File: config.mk
export PLATFORM = sky130hd
export DESIGN_NAME = dk_input_seq
export DESIGN_NICKNAME = d
export VERILOG_FILES = /design/src/rtl/dk_input_seq.sv
export SDC_FILE = /design/constraint.sdc
export NUM_CORES = 1
export LEC_CHECK = 0
export BUFFER_PORTS_ARGS = -buffer_cell sky130_fd_sc_hd__buf_2
export CAP_MARGIN = 20
export CELL_PAD_IN_SITES_DETAIL_PLACEMENT = 0
export CELL_PAD_IN_SITES_GLOBAL_PLACEMENT = 1
export CORE_ASPECT_RATIO = 1.75
export CORE_UTILIZATION = 30
export CTS_CLUSTER_SIZE = 14
export DETAILED_ROUTE_END_ITERATION = 10
export PLACE_DENSITY = 0.66
export SLEW_MARGIN = 0
export SYNTH_ARGS = -nofsm -noshare
export SYNTH_HDL_FRONTEND = slang
export SYNTH_SLANG_ARGS = --single-unit
export TNS_END_PERCENT = 20
File: constraint.sdc
create_clock -name clk_sys -period 1.74 [get_ports clk_sys]
set_input_delay 0 -clock clk_sys [delete_from_list [all_inputs] [get_ports clk_sys]]
set_output_delay 0 -clock clk_sys [all_outputs]
set_load 0.05 [all_outputs]
File: src/rtl/dk_input_seq.sv
// Donkey Kong player-input front end: PS/2 key latches merged with both joysticks,
// optional horizontal remap, and a coin -> gap -> start sequencer. Outputs active-low.
module dk_input_seq #(
    parameter int TICK_DIV = 24576,
    parameter int COIN_MS  = 50,
    parameter int GAP_MS   = 100,
    parameter int START_MS = 50
) (
    input  logic        clk_sys,
    input  logic        reset,
    input  logic [10:0] ps2_key,
    input  logic [15:0] joystick_0,
    input  logic [15:0] joystick_1,
    input  logic        no_rotate,
    output logic [4:0]  p1_n,
    output logic [4:0]  p2_n,
    output logic        start1_n,
    output logic        start2_n,
    output logic        coin_n
);
    localparam logic [31:0] COIN_LAST  = 32'(COIN_MS * TICK_DIV - 1);
    localparam logic [31:0] GAP_LAST   = 32'(GAP_MS * TICK_DIV - 1);
    localparam logic [31:0] START_LAST = 32'(START_MS * TICK_DIV - 1);

    localparam int K_U = 0, K_D = 1, K_L = 2, K_R = 3, K_J0 = 4, K_J1 = 5;
    localparam int K_S1 = 6, K_F1 = 7, K_S2 = 8, K_F2 = 9, K_C0 = 10, K_C1 = 11;
    localparam int K_P2U = 12, K_P2D = 13, K_P2L = 14, K_P2R = 15, K_P2J = 16;
    localparam int NKEYS = 17;

    typedef enum logic [2:0] {S_IDLE, S_COIN, S_GAP, S_START, S_HOLD} state_t;

    logic             old_toggle_q;
    logic [NKEYS-1:0] keys_q, keys_d;
    logic [15:0]      j;
    logic             req1_q, req1_d, req2_q, req2_d, req_prev_q, req_rise;
    state_t           state_q;
    logic [31:0]      cnt_q;
    logic [1:0]       sel_q;
    logic [4:0]       p1_n_q, p1_n_d, p2_n_q, p2_n_d;
    logic             start1_n_q, start1_n_d, start2_n_q, start2_n_d, coin_n_q, coin_n_d;
    logic             unused_joy;

    // Vectors are {J,R,L,D,U}; rotated cabinet maps up<-left, down<-right, left<-down, right<-up.
    function automatic logic [4:0] remap(input logic [4:0] v, input logic nr);
        return nr ? {v[4], v[0], v[1], v[3], v[2]} : v;
    endfunction

    always_comb begin
        keys_d = keys_q;
        if (ps2_key[10] != old_toggle_q) begin
            case (ps2_key[8:0])
                9'h075, 9'h175: keys_d[K_U]   = ps2_key[9];
                9'h072, 9'h172: keys_d[K_D]   = ps2_key[9];
                9'h06B, 9'h16B: keys_d[K_L]   = ps2_key[9];
                9'h074, 9'h174: keys_d[K_R]   = ps2_key[9];
                9'h029:         keys_d[K_J0]  = ps2_key[9];
                9'h014:         keys_d[K_J1]  = ps2_key[9];
                9'h016:         keys_d[K_S1]  = ps2_key[9];
                9'h005:         keys_d[K_F1]  = ps2_key[9];
                9'h01E:         keys_d[K_S2]  = ps2_key[9];
                9'h006:         keys_d[K_F2]  = ps2_key[9];
                9'h02E:         keys_d[K_C0]  = ps2_key[9];
                9'h036:         keys_d[K_C1]  = ps2_key[9];
                9'h02D:         keys_d[K_P2U] = ps2_key[9];
                9'h02B:         keys_d[K_P2D] = ps2_key[9];
                9'h023:         keys_d[K_P2L] = ps2_key[9];
                9'h034:         keys_d[K_P2R] = ps2_key[9];
                9'h01C:         keys_d[K_P2J] = ps2_key[9];
                default: ;
            endcase
        end
    end

    assign j          = joystick_0 | joystick_1;
    assign unused_joy = ^j[15:8];
    assign req1_d     = keys_q[K_S1] | keys_q[K_F1] | j[5];
    assign req2_d     = keys_q[K_S2] | keys_q[K_F2] | j[6];
    assign req_rise   = (req1_q | req2_q) & ~req_prev_q;

    always_comb begin
        p1_n_d = ~remap({keys_q[K_J0] | keys_q[K_J1] | j[4], keys_q[K_R] | j[0],
                         keys_q[K_L] | j[1], keys_q[K_D] | j[2], keys_q[K_U] | j[3]}, no_rotate);
        p2_n_d = ~remap({keys_q[K_P2J] | j[4], keys_q[K_P2R] | j[0], keys_q[K_P2L] | j[1],
                         keys_q[K_P2D] | j[2], keys_q[K_P2U] | j[3]}, no_rotate);
        coin_n_d   = ~((state_q == S_COIN) | keys_q[K_C0] | keys_q[K_C1] | j[7]);
        start1_n_d = ~((state_q == S_START) & sel_q[0]);
        start2_n_d = ~((state_q == S_START) & sel_q[1]);
    end

    // Toggle and request history keep tracking through reset so a level held across
    // reset release is never mistaken for a new event.
    always_ff @(posedge clk_sys) begin
        old_toggle_q <= ps2_key[10];
        req1_q       <= req1_d;
        req2_q       <= req2_d;
        req_prev_q   <= req1_q | req2_q;
    end

    always_ff @(posedge clk_sys) begin
        if (reset) begin
            keys_q     <= '0;
            p1_n_q     <= '1;
            p2_n_q     <= '1;
            start1_n_q <= 1'b1;
            start2_n_q <= 1'b1;
            coin_n_q   <= 1'b1;
        end else begin
            keys_q     <= keys_d;
            p1_n_q     <= p1_n_d;
            p2_n_q     <= p2_n_d;
            start1_n_q <= start1_n_d;
            start2_n_q <= start2_n_d;
            coin_n_q   <= coin_n_d;
        end
    end

    always_ff @(posedge clk_sys) begin
        if (reset) begin
            state_q <= S_IDLE;
            cnt_q   <= '0;
            sel_q   <= '0;
        end else begin
            cnt_q <= cnt_q + 32'd1;
            case (state_q)
                S_IDLE: begin
                    cnt_q <= '0;
                    if (req_rise) begin
                        sel_q   <= {req2_q, req1_q};
                        state_q <= S_COIN;
                    end
                end
                S_COIN:  if (cnt_q == COIN_LAST)  begin state_q <= S_GAP;   cnt_q <= '0; end
                S_GAP:   if (cnt_q == GAP_LAST)   begin state_q <= S_START; cnt_q <= '0; end
                S_START: if (cnt_q == START_LAST) begin state_q <= S_HOLD;  cnt_q <= '0; end
                S_HOLD: begin
                    cnt_q <= '0;
                    if (!(req1_q | req2_q)) state_q <= S_IDLE;
                end
                default: begin
                    state_q <= S_IDLE;
                    cnt_q   <= '0;
                end
            endcase
        end
    end

    assign p1_n     = p1_n_q;
    assign p2_n     = p2_n_q;
    assign start1_n = start1_n_q;
    assign start2_n = start2_n_q;
    assign coin_n   = coin_n_q;
endmodule

==> qor.csv <==
metric,value,unit
fmaxAchievable,585,MHz
drc,0,
cts-buffers-inserted,9,
ctsRootBufferMaster,clkbuf_16,
dieArea,11000,um2
drtIter0Drc,111,
cts_max_path_buffers,2,
yosysTopAreaCellShare,45.0,%
synth_warnings,0,
io_pins,59,
critPathSlowestCell,dfxtp_2,
initial_core_util,30.9,%
rows,49,
fin_worst_skew,8.16,ps
num_antenna_cells,0,
layout-drive-gt1-share,30.3,%
powerDensity,891,nW/um2
synth_compound_area_share,8.27,%
antenna_found_initial,0,
numClockSinks,71,
htree_levels,3,
synth_top_family_by_area,simple AND/OR/NAND/NOR gates,
vias_per_cell,4.99,
ys.flop_type,dfxtp_1,
design_area,4380,um2
synth_simple_gate_area_share,31.2,%
hpwl,5930,um
overflow,0,
fin_nets,501,
status,finished clean,
end_kind,flop,
ys_types,47,
crit_buf_inv,1,
setup_violations,0,
slew_headroom,73.6,%
cpMostUsedCell,nor3b_4,
nFillCells,1035,
power,3.90,mW
path_cells,ha_4 -> and4_4 -> nor3b_4 -> nor3b_4 -> a21o_4 -> clkbuf_16 -> nor2_2,
cts_tree,built,
period_share,98.3,%
whs,2.94,ps
wl_per_cell,13.9,um
gp_congestion,0.739,
grt_pass1_wl,12600,um
synthAdderAreaFrac,0.396,%
grtUsageTotal,15.2,%
worstPathArrival,1930,ps
syn-num-nets,411,
placed_cell_area,3770,um2
async_reset_ff_share,0,%
first_global_vias,2759,
cp.required,1960,ps
ys_seq_area_share,45.0,%
synth_seq_cells,71,
crit_path_max_fanout,6,
vias,2925,
timing_worst_setup_path_type,flop to flop,
yosysTopAreaCell,dfxtp_1,
finalMaxSlewViolations,0,
crit_family,simple AND/OR/NAND/NOR gates,
maxCapViolations,0,
worstMarginPinSlew,391,ps
power_leakage,1.67,nW
totalWireLength,8120,um
synthXorXnorAreaFrac,6.93,%
ant_nets,0,
synth_area_leaders,"dfxtp_1 (45%), nor2_1 (6.6%), xor2_1 (5.0%)",
syn_avg_cell_area,8.69,um2
cp_slowest_stage_delay,350,ps
rsz0062_at_grt,yes,
clk_pin_slew,60,ps
synth.area.mux_share,4.75,%
hold_path_class,input pin to flop,
synth_edf_count,0,
dp_slack,-4.15,ps
dr.pass1.iters,4,
fp.dieH,138,um
max-vdd-ir-drop,0.474,mV
insertion_delay,330,ps
timing.final.ws_setup,30.1,ps
core_area,10200,um2
area_growth,38.4,%
synthesis.area,3160,um2
period_minus_slack,1710,ps
synthCells,364,
cp-start-kind,flop,
die_x,79.6,um
final_hold_viol_count,0,
grt_start_max_net_pins,20,
port-buffer-count,42,
-- synthesized netlist by cell type, types with 2 or more instances --
library cell	n
o21ai_0	12
and3_1	3
nand4bb_1	3
o31a_1	4
nand2b_1	5
buf_4	3
or4_1	3
a21oi_1	15
nor4b_1	2
xnor2_1	7
nor2_1	56
or2_2	2
o41ai_1	2
o31ai_1	2
and4_1	4
clkbuf_1	9
nor4_1	8
nor2b_1	2
nand4_1	16
or3_1	6
nand3_1	20
inv_1	9
nor3_1	13
nand2_1	33
mux2i_1	15
dfxtp_1	71
xor2_1	18
nor3b_1	2
-- cells in the final DEF, fill, tap and decap left out, drive strengths merged, types with 11 or more instances in the layout --
cell type,n
nand3,21
mux2i,15
nand2,33
nor3,14
o21ai,12
nor2,56
buf,82
nand4,17
a21oi,16
xor2,18
dfxtp,71
clkbuf,11
-- cells by family (layout without fill, tap and decap cells) --
logic type,after synthesis,in the layout
buffers and inverters,24,119
AND/OR/NAND/NOR,186,186
XOR/XNOR,25,25
multiplexers,15,15
adder cells (fa/ha/maj),1,1
AO/OA/AOI/OAI,42,42
flip-flops,71,71
-- metrics by stage --
stage	utilization (%)	cells	TNS (ps)
2_1_floorplan	-	364	-23.6
3_3_place_gp	36.8	556	0
3_5_place_dp	36.8	556	-4.15
4_1_cts	40.9	582	0
5_1_grt	42.7	586	-1330
6_report	42.7	586	0
-- sequential cells by signal, indices dropped and copies added (netlist names) --
name / flops
req1_q: 1
keys_q: 17
sel_q: 2
p2_n: 5
coin_n: 1
state_q: 3
start1_n: 1
req_prev_q: 1
cnt_q: 32
req2_q: 1
start2_n: 1
p1_n: 5
old_toggle_q: 1
-- where the power goes --
| part | leakage, nW | internal (mW) | switching (mW) |
|---|---|---|---|
| logic | 0.933 | 0.0959 | 0.174 |
| clock network | 0.156 | 1.26 | 0.714 |
| registers | 0.582 | 1.65 | 0.00888 |
-- tightest hold or removal path, stage by stage --
cell	delay, ps
buf_2	80
nor4_1	50
o21ai_0	70
nand2_1	80
-- area by class of cell --
type                       instances  area (um2)  share of cell area (%)
multi-input combinational        269        1740                    39.7
sequential                        71        1440                    32.8
timing repair buffer              94         688                    15.7
clock buffer                       9         225                    5.15
tap                              127         159                    3.63
clock inverter                     7        95.1                    2.17
inverter                           9        33.8                   0.772
-- layer usage --
metal  wire, um  up-vias  track usage [%]
met5          0        -                0
met4        218        0             8.08
met3        253       13             3.38
met2       4490       62             28.9
met1       3150     1379             15.0
li1           -     1471                -
-- final timing paths --
check,from,endpoint,slack (ps),cells after the start
worst max-delay path,cnt_q[1],cnt_q[3],30,7
worst max register to register,cnt_q[1],cnt_q[3],30,7
worst min-delay path,joystick_0[7],coin_n,3,4
worst min register to register,sel_q[0],start1_n,390,1
-- what timing repair did --
item	in CTS	in global routing
pin swaps	2	17
resized for setup	0	36
setup endpoints to repair	1	35
endpoints found under the hold margin	10	0
gates cloned	0	3
hold buffers	10	0
buffers inserted	0	1
No activity file was read; power rests on OpenSTA's default activity.
